===== config.mk =====
export PLATFORM = sky130hd
export DESIGN_NAME = fast_square_sweep_ctrl
export DESIGN_NICKNAME = d
export VERILOG_FILES = /design/src/rtl/fast_square_sweep_ctrl.sv
export SDC_FILE = /design/constraint.sdc
export NUM_CORES = 1
export LEC_CHECK = 0
export CORE_UTILIZATION = 37
export CTS_BUF_LIST = sky130_fd_sc_hd__clkbuf_16
export DETAILED_ROUTE_END_ITERATION = 8
export HOLD_SLACK_MARGIN = 0.1
export PLACE_DENSITY = 0.68
export SYNTH_ARGS = -nofsm -noshare
export SYNTH_HDL_FRONTEND = slang
export SYNTH_SLANG_ARGS = --single-unit

===== constraint.sdc =====
create_clock -name clock -period 6.7 [get_ports clock]
set_input_delay 2.01 -clock clock [delete_from_list [all_inputs] [get_ports clock]]
set_output_delay 2.01 -clock clock [all_outputs]
set_load 0.01 [all_outputs]

===== src/rtl/fast_square_sweep_ctrl.sv =====
// Frequency-sweep sequencer for fast_square_bb receive channels: settle, record, advance.
// Optional build macro FAST_SQUARE_TIMESTAMP_EN adds a cycle-count timestamp of each RECORD start.
module fast_square_sweep_ctrl #(
  parameter int NUM_FREQ_STEPS = 32,
  parameter int STEP_W         = 6,
  parameter int TICK_W         = 16,
  parameter int NUM_CHAN       = 2
) (
  input  logic                clock,
  input  logic                reset_n,
  input  logic                enable,
  input  logic                continuous,
  input  logic [STEP_W-1:0]   num_steps,
  input  logic [TICK_W-1:0]   record_ticks,
  input  logic [TICK_W-1:0]   settle_ticks,
  input  logic [NUM_CHAN-1:0] chan_mask,
  input  logic                sync_in,
  output logic                freq_step_out,
  output logic [NUM_CHAN-1:0] rx_reset,
  output logic [NUM_CHAN-1:0] rx_next,
  output logic [NUM_CHAN-1:0] rx_record,
  output logic [STEP_W-1:0]   step_idx,
  output logic                busy,
  output logic                sweep_done,
  output logic [7:0]          sync_err,
  output logic [31:0]         rec_timestamp
);

  typedef enum logic [2:0] {S_IDLE, S_ARM, S_SETTLE, S_RECORD, S_NEXT, S_DONE} state_t;

  typedef struct packed {
    state_t            st;
    logic [TICK_W-1:0] tk;
  } entry_t;

  state_t                state_q, state_d;
  logic [STEP_W-1:0]     step_q, step_d, num_q, num_d, eff_steps;
  logic [TICK_W-1:0]     tick_q, tick_d, rec_q, rec_d, set_q, set_d;
  logic [NUM_CHAN-1:0]   mask_q, mask_d, act_mask;
  logic [7:0]            err_q, err_d;
  logic                  sync_q, sync_q_d, rise;
  logic                  resync, pulse_next, done_pulse, last_step;
  entry_t                ent;

  function automatic logic [TICK_W-1:0] rec_load(input logic [TICK_W-1:0] r);
    return (r == '0) ? '0 : r - TICK_W'(1);
  endfunction

  // Start of a step: SETTLE when a settle window exists, otherwise straight to RECORD.
  function automatic entry_t entry_of(input logic [TICK_W-1:0] s, input logic [TICK_W-1:0] r);
    entry_t e;
    if (s != '0) begin
      e.st = S_SETTLE;
      e.tk = s - TICK_W'(1);
    end else begin
      e.st = S_RECORD;
      e.tk = rec_load(r);
    end
    return e;
  endfunction

  assign rise      = sync_q & ~sync_q_d;
  assign eff_steps = ((num_q == '0) || (num_q > STEP_W'(NUM_FREQ_STEPS))) ?
                     STEP_W'(NUM_FREQ_STEPS) : num_q;
  assign last_step = (step_q == eff_steps - STEP_W'(1));

  // NOTE: every variable written here gets a default first so no latch is inferred.
  always_comb begin
    state_d    = state_q;
    step_d     = step_q;
    tick_d     = tick_q;
    num_d      = num_q;
    rec_d      = rec_q;
    set_d      = set_q;
    mask_d     = mask_q;
    err_d      = err_q;
    ent        = entry_of(set_q, rec_q);
    resync     = 1'b0;
    pulse_next = 1'b0;
    done_pulse = 1'b0;

    if (!enable) begin
      state_d = S_IDLE;
    end else begin
      unique case (state_q)
        S_IDLE: state_d = S_ARM;
        S_ARM: begin
          if (rise) begin
            num_d   = num_steps;
            rec_d   = record_ticks;
            set_d   = settle_ticks;
            mask_d  = chan_mask;
            step_d  = '0;
            ent     = entry_of(settle_ticks, record_ticks);
            state_d = ent.st;
            tick_d  = ent.tk;
          end
        end
        S_SETTLE, S_RECORD, S_NEXT: begin
          if (rise) begin
            resync  = 1'b1;
            step_d  = '0;
            err_d   = (err_q == 8'hFF) ? err_q : err_q + 8'd1;
            state_d = ent.st;
            tick_d  = ent.tk;
          end else if (state_q == S_SETTLE) begin
            if (tick_q == '0) begin
              state_d = S_RECORD;
              tick_d  = rec_load(rec_q);
            end else begin
              tick_d = tick_q - TICK_W'(1);
            end
          end else if (state_q == S_RECORD) begin
            if (tick_q == '0) state_d = S_NEXT;
            else              tick_d  = tick_q - TICK_W'(1);
          end else begin
            pulse_next = 1'b1;
            if (!last_step) begin
              step_d  = step_q + STEP_W'(1);
              state_d = ent.st;
              tick_d  = ent.tk;
            end else begin
              done_pulse = 1'b1;
              if (continuous) begin
                num_d   = num_steps;
                rec_d   = record_ticks;
                set_d   = settle_ticks;
                mask_d  = chan_mask;
                step_d  = '0;
                ent     = entry_of(settle_ticks, record_ticks);
                state_d = ent.st;
                tick_d  = ent.tk;
              end else begin
                state_d = S_DONE;
              end
            end
          end
        end
        S_DONE:  state_d = S_DONE;
        default: state_d = S_IDLE;
      endcase
    end
  end

  // NOTE: sequential state uses non-blocking assignments under the async active-low reset.
  always_ff @(posedge clock or negedge reset_n) begin
    if (!reset_n) begin
      state_q  <= S_IDLE;
      step_q   <= '0;
      tick_q   <= '0;
      num_q    <= '0;
      rec_q    <= '0;
      set_q    <= '0;
      mask_q   <= '0;
      err_q    <= '0;
      sync_q   <= 1'b0;
      sync_q_d <= 1'b0;
    end else begin
      state_q  <= state_d;
      step_q   <= step_d;
      tick_q   <= tick_d;
      num_q    <= num_d;
      rec_q    <= rec_d;
      set_q    <= set_d;
      mask_q   <= mask_d;
      err_q    <= err_d;
      sync_q   <= sync_in;
      sync_q_d <= sync_q;
    end
  end

  // Before the first latch the live mask decides which receivers are held in reset.
  assign act_mask      = ((state_q == S_IDLE) || (state_q == S_ARM)) ? chan_mask : mask_q;
  assign rx_reset      = ((state_q == S_IDLE) || (state_q == S_ARM) || resync) ? act_mask : '0;
  assign rx_record     = (enable && (state_q == S_RECORD)) ? mask_q : '0;
  assign rx_next       = pulse_next ? mask_q : '0;
  assign freq_step_out = pulse_next;
  assign sweep_done    = done_pulse;
  assign busy          = enable && ((state_q == S_SETTLE) || (state_q == S_RECORD) ||
                                    (state_q == S_NEXT));
  assign step_idx      = step_q;
  assign sync_err      = err_q;

`ifdef FAST_SQUARE_TIMESTAMP_EN
  logic [31:0] cyc_q, ts_q;
  logic        rec_start;

  assign rec_start = (state_d == S_RECORD) && ((state_q != S_RECORD) || resync);

  always_ff @(posedge clock or negedge reset_n) begin
    if (!reset_n) begin
      cyc_q <= '0;
      ts_q  <= '0;
    end else begin
      cyc_q <= cyc_q + 32'd1;
      if (rec_start) ts_q <= cyc_q + 32'd1;
    end
  end

  assign rec_timestamp = ts_q;
`else
  assign rec_timestamp = '0;
`endif

endmodule


==> flow_summary.toml, run 1 <==
[run_status]
status = "finished, final reports clean"

[synthesis]
basic_gate_share_of_the_synthesized_area_counting_and_or_nand_and_nor_cells_pct = 24.3
count_of_cell_types_in_the_netlist = 74
synthMostInstantiatedCell = "sky130_fd_sc_hd__dfrtp_1"
yosys.area_share.adder_pct = 2.13
ys_seq_elements = 75
syn_area_sq_mm = 0.00647
synth.mux.area_fraction_pct = 10.8
postSynthCellCount = 748
synth_top_family_by_area = "simple AND/OR/NAND/NOR gates"
yosys.area.top_type_share_pct = 29.0
synth_area_in_xor_xnor_pct = 8.66
compound_gate_fraction_of_synth_area_pct = 17.7
synth_top_cells_by_count = "sky130_fd_sc_hd__dfrtp_1, sky130_fd_sc_hd__nor2_1, sky130_fd_sc_hd__nand2_1"
synthArstFlopShare_pct = 100
ys_warn_count = 0
synth_top_cell_by_area = "sky130_fd_sc_hd__dfrtp_1"
ys_dominant_reg_cell = "sky130_fd_sc_hd__dfrtp_1"
synth.area.top_cells = "sky130_fd_sc_hd__dfrtp_1, sky130_fd_sc_hd__mux2_4, sky130_fd_sc_hd__xnor2_1"
synth-edff-count = 0
synth_seq_area_share_pct = 29.0
synthesis.area_per_instance_sq_um = 8.65

[global_routing]
globalRoute.totalOverflow = 0
grt_usage_pct = 22.2
grt_start_max_net_pins = 76
use_met3_pct = 3.10
grt_use_met1_pct = 31.2
via_count_of_the_first_global_routing_pass = 5507
antenna_found_initial = 0
grt_first_pass_wirelength_microns = 31100
grt.met2_usage_pct = 33.6
grt_most_used_layer = "met2"

[cts]
cts.htree.levels = 3
tritoncts = "yes"
cts_buffers = 9
ctsRootBufferMaster = "sky130_fd_sc_hd__clkbuf_16"
postCtsHoldBufs = 0
worst_skew_pair.late_latency_ps = 360
cts.sink_count = 75
ctsResizeCount = 0
cts-root-to-sink-buffers = 2
worst_setup_hold_path_clk_slew_ps = 60
post_cts.repair.setup_buffers = 0

[timing]
timing.final.setup_violations = 0
final_hold_viol_count = 0
worst_clock_skew_ps = 10.4
grt_setup_unrepaired = "no"
fin_crit_ps = 6050
fin_tns_setup_ps = 0
maxSlewViolCount = 0
max_slew.worst_pin.slew_ps = 1020
period_share_pct = 90.2
timing.fmax_mhz = 165
max_slew_margin_vs_limit_pct = 31.7
post-route-worst-setup-slack_ps = 654

[drt]
drcViolationCount = 0
vias = 5975
detail_route.wl_per_cell_microns = 19.1
drt.antenna.violating_nets = 0
dr.first_iter.drc_count = 658
drt-total-wl_microns = 19500
vias_per_cell = 5.83
detail_route.first_pass.iterations = 6

[finish]
final_net_count = 855
final_cell_utilization_of_the_core_pct = 44.5
sequential_cell_area_sq_mm = 0.00188
n_antenna_cell = 0
multiInputGateArea_sq_mm = 0.00424
fill_cells = 1684
layout_cells_sized_above_1_pct = 9.95
flow.area_growth_from_synthesis_pct = 15.6

[floorplanning]
initial_cell_density_of_the_core_pct = 38.5
std_cell_rows = 47
top_level_ports = 100
floorplan.core_area_sq_mm = 0.0168
die_area_sq_mm = 0.0180
die_y_microns = 134
die_x_microns = 134

[place]
post-dp-hpwl_microns = 14400
buffer_ports.inserted = 67
preCtsSetupSlack_ps = 642
gp_congestion = 0.962

[power_and_ir_drop]
max-vdd-ir-drop_mv = 0.137
power_mw = 2.53
cellLeakagePower_nw = 2.98
power_per_cell_area_mw_per_mm2 = 338

[job]
drv.max_cap_violation_count = 0

[worst_setup_path]
timing.setup.critical_path_class = "in -> out"
critical_path_arrival_ps = 4040
critical_path_sink_type = "output pin"
timing.critical_path.required_ps = 4690
timing.critical_path.fanout_max = 8
start_kind = "primary input"

[worst_hold_path]
hold_path_class = "reg -> reg"
## critical path, stage by stage
cell and delay, ps:
sky130_fd_sc_hd__clkdlybuf4s50_1 650, sky130_fd_sc_hd__inv_1 140, sky130_fd_sc_hd__nor4_1 490, sky130_fd_sc_hd__and2_1 200
sky130_fd_sc_hd__clkdlybuf4s50_1 540
## worst paths after layout
path	from	end	slack (ps)	depth (start not counted)
setup / recovery	enable	rx_next[0]	650	5
hold / removal	sync_q	sync_q_d	420	0
setup reg to reg	tick_q[6]	tick_q[12]	3130	9
hold reg to reg	sync_q	sync_q_d	420	0
max in group asynchronous	reset_n	rec_q[0]	4240	1
min in group asynchronous	reset_n	step_idx[5]	1810	1
## layout by cell type, fill, tap and decap left out, types with 6 or more instances in the layout
cell type,Yosys,final
sky130_fd_sc_hd__a211oi_1,6,6
sky130_fd_sc_hd__a21oi_1,29,29
sky130_fd_sc_hd__a31oi_1,7,7
sky130_fd_sc_hd__and3_1,8,8
sky130_fd_sc_hd__buf_4,34,7
sky130_fd_sc_hd__clkbuf_16,0,9
sky130_fd_sc_hd__clkdlybuf4s50_1,0,66
sky130_fd_sc_hd__conb_1,1,32
sky130_fd_sc_hd__dfrtp_1,75,75
sky130_fd_sc_hd__ha_1,11,11
sky130_fd_sc_hd__inv_1,18,18
sky130_fd_sc_hd__mux2_2,7,7
sky130_fd_sc_hd__mux2_4,36,36
sky130_fd_sc_hd__mux2i_1,8,8
sky130_fd_sc_hd__nand2_1,56,56
sky130_fd_sc_hd__nand2b_1,11,11
sky130_fd_sc_hd__nand3_1,22,22
sky130_fd_sc_hd__nand4_1,11,11
sky130_fd_sc_hd__nor2_1,61,61
sky130_fd_sc_hd__nor2b_1,9,9
sky130_fd_sc_hd__nor3_1,31,31
sky130_fd_sc_hd__nor4_1,28,28
sky130_fd_sc_hd__o211ai_1,10,10
sky130_fd_sc_hd__o21ai_0,38,38
sky130_fd_sc_hd__o22a_1,7,7
sky130_fd_sc_hd__o22ai_1,15,15
sky130_fd_sc_hd__o31a_1,7,7
sky130_fd_sc_hd__or3_1,15,15
sky130_fd_sc_hd__or4_1,8,8
sky130_fd_sc_hd__xnor2_1,36,36
sky130_fd_sc_hd__xor2_1,28,28
## stage by stage
step / hold WS (ps) / area, sq um / std cells
CTS: 417 / 7480 / 1024
floorplan: 368 / 6590 / 779
global placement: 393 / 7170 / 1008
finish: 417 / 7480 / 1024
global route: 437 / 7480 / 1024
detailed placement: 391 / 7170 / 1008
## state kept, by name (all words and copies together) (netlist names), 2 cells and up
register,count
rec_q,16
sync_err,8
step_idx,6
tick_q,16
mask_q,2
state_q,3
num_q,6
set_q,16
## routing by layer
layer  vias up  share of wire (%)
li1       2816                  -
met1      2824                 46
met2       296                 45
met3        39                6.7
met4         0                2.9
met5         -                  0
## power breakdown
part,internal [mW],switching (mW),total (mW)
logic,0.537,0.558,1.09
registers,0.635,0.286,0.921
clock network,0.295,0.221,0.516
## cells by family after synthesis
family          Yosys count
flops                    75
other cells               1
fa+ha+maj                11
simple gates            294
mux                      51
buf+inv                  83
xor+xnor                 64
compound gates          169
## area by class of cell
| cell class | instances | share of cell area, % |
|---|---|---|
| sequential | 75 | 25.1 |
| multi-input combinational | 621 | 56.6 |
| timing repair buffer | 73 | 9.53 |
| inverter | 19 | 0.953 |
| clock inverter | 7 | 1.12 |
| clock buffer | 9 | 3.01 |
| tap | 220 | 3.68 |
Power figures use the tool's default switching activity.
==> run 2, diff against run 1 <==
- CAP_MARGIN: unset -> 20
- CORE_MARGIN: unset -> 1
==> run 2 against run 1 <==
Flip-flop and latch count unchanged. Worst hold slack worse by 2.6 ps. Register-to-register slack about the same. Global-route usage unchanged. Non-clock buffer count up 1. Die area unchanged. Clock power about the same. Sequential power about the same. Critical path depth unchanged. Largest power group unchanged.
==> flow_summary.toml, run 2 (same netlist as run 1, synthesis figures left out) <==
[timing]
fin_crit_ps = 6030
final_hold_viol_count = 0
grt_setup_unrepaired = "no"
timing.fmax_mhz = 166
max_slew_margin_vs_limit_pct = 29.6
fin_tns_setup_ps = 0
timing.final.setup_violations = 0
period_share_pct = 90.1
worst_clock_skew_ps = 9.24
maxSlewViolCount = 0
max_slew.worst_pin.slew_ps = 1050

[worst_setup_path]
timing.critical_path.required_ps = 4690
timing.setup.critical_path_class = "in -> out"
cp_startpoint = "enable"
rr_startpoint = "tick_q[6]"
critical_path_sink_type = "output pin"
start_kind = "primary input"
timing.critical_path.fanout_max = 8
critical_path_arrival_ps = 4020

[global_routing]
grt_usage_pct = 22.2
grt_first_pass_wirelength_microns = 31100
via_count_of_the_first_global_routing_pass = 5507
globalRoute.totalOverflow = 0
antenna_found_initial = 0
grt_start_max_net_pins = 76

[worst_hold_path]
hold_path.startpoint = "sync_q"
hold_path_class = "reg -> reg"

[finish]
multiInputGateArea_sq_mm = 0.00424
leading_cell_types_in_the_layout_fill_and_taps_excluded = "sky130_fd_sc_hd__dfrtp_1, sky130_fd_sc_hd__clkdlybuf4s50_1, sky130_fd_sc_hd__nor2_1"
layout_top_registers = "rec_q (16), set_q (16), tick_q (16)"
most_common_cell_after_layout_fill_and_taps_aside = "sky130_fd_sc_hd__dfrtp_1"
n_antenna_cell = 0
layout_cells_sized_above_1_pct = 10.1
fill_cells = 1681
sequential_cell_area_sq_mm = 0.00188
finalInstanceArea_sq_mm = 0.00751
flow.area_growth_from_synthesis_pct = 16.0
final_net_count = 856

[place]
gp_congestion = 0.962
detailed_place.area_sq_mm = 0.00717
buffer_ports.inserted = 67
post-dp-hpwl_microns = 14400

[floorplanning]
die_area_sq_mm = 0.0180
die_x_microns = 134
initial_cell_density_of_the_core_pct = 38.5
std_cell_rows = 47
top_level_ports = 100
die_y_microns = 134
floorplan.core_area_sq_mm = 0.0168

[cts]
cts.htree.levels = 3
ctsResizeCount = 0
post_cts.repair.setup_buffers = 0
ctsRootBufferMaster = "sky130_fd_sc_hd__clkbuf_16"
postCtsHoldBufs = 0
tritoncts = "yes"
worst_skew_pair.late_latency_ps = 360
cts_buffers = 9
cts.sink_count = 75
worst_setup_hold_path_clk_slew_ps = 60
cts-root-to-sink-buffers = 2

[job]
drv.max_cap_violation_count = 0

[power_and_ir_drop]
max-vdd-ir-drop_mv = 0.137
cellLeakagePower_nw = 2.99
power_mw = 2.54
power_per_cell_area_mw_per_mm2 = 338

[drt]
vias_per_cell = 5.88
dr.first_iter.drc_count = 562
drcViolationCount = 0
drt-total-wl_microns = 19500
detail_route.first_pass.iterations = 8
drt.antenna.violating_nets = 0
detail_route.wl_per_cell_microns = 19.0
vias = 6029

[run_status]
status = "finished, final reports clean"
-- run 2: changes by cell type in the layout (fill, tap and decap cells not counted), sizes merged --
cell  delta
buf      +1
-- run 2: worst max-delay path, cell delays in order --
cell	delay [ps]
sky130_fd_sc_hd__clkdlybuf4s50_1	650
sky130_fd_sc_hd__inv_1	140
sky130_fd_sc_hd__nor4_1	480
sky130_fd_sc_hd__and2_1	200
sky130_fd_sc_hd__clkdlybuf4s50_1	540
-- run 2: area by class of cell --
cell class,instances,area share (%)
Clock inverter,7,1.12
Inverter,19,0.950
Tap cell,220,3.67
Multi-Input combinational cell,621,56.4
Clock buffer,9,3.00
Timing Repair Buffer,74,9.87
Sequential cell,75,25.0
-- run 2: worst paths after layout --
| path | cells past startpoint | slack [ps] | end |
|---|---|---|---|
| max in group asynchronous | 2 | 4650 | state_q[1] |
| worst max register to register | 9 | 3130 | tick_q[12] |
| worst max-delay path | 5 | 670 | rx_next[0] |
| worst min-delay path | 0 | 410 | sync_q_d |
| worst min register to register | 0 | 410 | sync_q_d |
| min in group asynchronous | 1 | 1460 | step_idx[5] |
-- run 2: power breakdown --
| part | total [mW] | internal [mW] | switching (mW) |
|---|---|---|---|
| combinational | 1.10 | 0.538 | 0.560 |
| sequential | 0.922 | 0.635 | 0.286 |
| clock | 0.515 | 0.295 | 0.220 |
-- run 2: metal layers --
| layer | wire [microns] | track usage, % |
|---|---|---|
| met3 | 1360 | 3.10 |
| met1 | 8890 | 31.2 |
| met4 | 585 | 9.80 |
| met2 | 8690 | 33.6 |
| met5 | 0 | 0 |
-- run 2: stage by stage --
step / setup WS [ps] / instances / hold WS [ps] / util (%)
after floorplan: 1800 / 779 / 368 / -
after global placement: 677 / 1008 / 393 / 42.6
after detailed placement: 642 / 1008 / 391 / 42.6
after CTS: 639 / 1024 / 417 / 44.5
after global routing: 497 / 1025 / 437 / 44.6
final: 665 / 1025 / 415 / 44.6
==> run 3, diff against run 2 <==
- ABC_AREA: unset -> 1
- CELL_PAD_IN_SITES_DETAIL_PLACEMENT: unset -> 1
- CELL_PAD_IN_SITES_GLOBAL_PLACEMENT: unset -> 1
- PLACE_DENSITY: 0.68 -> 0.88
==> run 3 against run 2 <==
The flow now finishes with violations (design-rule violations). Area after synthesis grew 7.6%. Combinational power grew 61%. Flip-flop and latch count is the same. Sequential power shrank 7.2%. Largest power group unchanged.
==> flow_summary.toml, run 3 <==
[cts]
cts-root-to-sink-buffers = 2
worst_skew_pair.late_latency_ps = 350
tritoncts = "yes"
cts.sink_count = 75
cts.htree.levels = 3
worst_setup_hold_path_clk_slew_ps = 60
postCtsHoldBufs = 0
ctsResizeCount = 0
cts_buffers = 9
ctsRootBufferMaster = "sky130_fd_sc_hd__clkbuf_16"
post_cts.repair.setup_buffers = 0

[worst_setup_path]
r2r_cells = 17
timing.critical_path.fanout_max = 5
timing.critical_path.slowest_stage_cell = "sky130_fd_sc_hd__clkdlybuf4s50_1"
rr_startpoint = "num_q[2]"
critical_path_arrival_ps = 3590
timing.critical_path.slowest_cell_delay_ps = 560
critical_path_sink_type = "output pin"
timing.critical_path.required_ps = 4690
wp_buf_inv = 3
worst-r2r-setup-slack_ps = 3080
start_kind = "primary input"
timing.setup.critical_path_class = "in -> out"
regToRegEndpoint = "tick_q[9]"
path_cells = "clkdlybuf4s50_1 -> inv_1 -> nor2_1 -> nand2_1 -> nor2_1 -> clkdlybuf4s50_1"
cpLargestDelayFamily = "buffers and inverters"

[timing]
period_share_pct = 83.6
fin_crit_ps = 5600
grt_setup_unrepaired = "no"
worst_clock_skew_ps = 8.81
fin_tns_setup_ps = 0
timing.fmax_mhz = 179
max_slew.worst_pin.slew_ps = 1030
maxSlewViolCount = 0
final_hold_viol_count = 0
max_slew_margin_vs_limit_pct = 31.3
timing.final.setup_violations = 0

[finish]
most_common_cell_after_layout_fill_and_taps_aside = "sky130_fd_sc_hd__nand2_1"
n_antenna_cell = 0
final_net_count = 1230
leading_cell_types_in_the_layout_fill_and_taps_excluded = "sky130_fd_sc_hd__nand2_1, sky130_fd_sc_hd__nor2_1, sky130_fd_sc_hd__inv_1"
layout_top_registers = "rec_q (16), set_q (16), tick_q (16)"
flow.area_growth_from_synthesis_pct = 14.7
layout_cells_sized_above_1_pct = 5.00

[floorplanning]
die_x_microns = 139
floorplan.core_area_sq_mm = 0.0182
die_y_microns = 139
top_level_ports = 100
std_cell_rows = 49
initial_cell_density_of_the_core_pct = 38.2
die_area_sq_mm = 0.0194

[job]
drv.max_cap_violation_count = 0

[synthesis]
synth_seq_area_share_pct = 27.0
synthArstFlopShare_pct = 100
synth_top_cells_by_count = "sky130_fd_sc_hd__nand2_1, sky130_fd_sc_hd__nor2_1, sky130_fd_sc_hd__inv_1"
ys_dominant_reg_cell = "sky130_fd_sc_hd__dfrtp_1"
ys_seq_elements = 75
ys_warn_count = 0
synthMostInstantiatedCell = "sky130_fd_sc_hd__nand2_1"
synth.area.top_cells = "sky130_fd_sc_hd__dfrtp_1, sky130_fd_sc_hd__nand2_1, sky130_fd_sc_hd__nor2_1"
synth-edff-count = 0
synth_top_cell_by_area = "sky130_fd_sc_hd__dfrtp_1"
synthesis.area_per_instance_sq_um = 6.19
syn_area_sq_mm = 0.00696
postSynthCellCount = 1124
count_of_cell_types_in_the_netlist = 47
yosys.area.top_type_share_pct = 27.0

[global_routing]
globalRoute.totalOverflow = 0
via_count_of_the_first_global_routing_pass = 7504
grt_usage_pct = 25.2
antenna_found_initial = 0
grt_first_pass_wirelength_microns = 38800
grt_start_max_net_pins = 76

[place]
gp_congestion = 0.904
buffer_ports.inserted = 67
post-dp-hpwl_microns = 18600

[worst_hold_path]
worst_hold_path.endpoint = "sync_q_d"
hold_path_class = "reg -> reg"
min_path_cells = 0
hold_path.startpoint = "sync_q"

[drt]
vias = 7536
detail_route.wl_per_cell_microns = 16.8
detail_route.first_pass.iterations = 7
drt.antenna.violating_nets = 0
vias_per_cell = 5.35
dr.first_iter.drc_count = 502
drt-total-wl_microns = 23600
drcViolationCount = 4

[run_status]
status = "finished, violations left"
failed_checks = "design-rule violations"

[power_and_ir_drop]
power_per_cell_area_mw_per_mm2 = 394
cellLeakagePower_nw = 3.91
max-vdd-ir-drop_mv = 0.194
power_mw = 3.15
==> run 3: layout make-up <==
| type | instances | area [sq um] |
|---|---|---|
| Fill cell | 2458 | 10200 |
| Multi-Input combinational cell | 882 | 4290 |
| Sequential cell | 75 | 1880 |
| Timing Repair Buffer | 71 | 711 |
| Inverter | 135 | 507 |
| Tap cell | 229 | 287 |
| Clock buffer | 9 | 225 |
| Clock inverter | 7 | 92.6 |
==> run 3: kinds of logic after synthesis <==
kind of cell             synth area share (%)
AO/OA/AOI/OAI                            12.3
XOR/XNOR                                 6.90
adder cells (fa/ha/maj)                  1.98
buffers and inverters                    13.2
flip-flops                               27.0
multiplexers                            0.144
other                                  0.0539
AND/OR/NAND/NOR                          38.4
==> run 3: routing by layer <==
metal / routed length, microns / part of all wire [%] / GRT usage, %
met3: 1320 / 5.6 / 4.66
met2: 10900 / 46 / 41.3
met5: 0 / 0 / 0
met4: 603 / 2.6 / 8.95
met1: 10800 / 46 / 33.2
==> run 3: metrics by stage <==
stage / area (sq um) / hold WS, ps / utilization, % / setup slack, ps / std cells
after CTS: 7970 / 399 / 43.8 / 1090 / 1407
after floorplan: 7080 / 354 / - / 2150 / 1155
after detailed placement: 7650 / 377 / 42.0 / 1080 / 1391
after global placement: 7650 / 361 / 42.0 / 1130 / 1391
after global routing: 7990 / 421 / 43.9 / 1010 / 1408
final: 7990 / 389 / 43.9 / 1100 / 1408
==> run 3: worst max path at each step <==
| stage | from | endpoint | depth (start not counted) | slack, ps |
|---|---|---|---|---|
| CTS | enable | sweep_done | 6 | 1090 |
| detailed placement | enable | rx_next[0] | 6 | 1080 |
| finish | enable | sweep_done | 6 | 1100 |
| global route | enable | sweep_done | 6 | 1010 |
| global placement | enable | sweep_done | 6 | 1130 |
| floorplan | enable | rx_reset[0] | 4 | 2150 |
==> run 3: power by group <==
| group | internal (mW) | total [mW] | switching [mW] |
|---|---|---|---|
| Sequential | 0.640 | 0.856 | 0.216 |
| Combinational | 0.600 | 1.77 | 1.17 |
| Clock | 0.325 | 0.527 | 0.201 |
| Total | 1.57 | 3.15 | 1.58 |
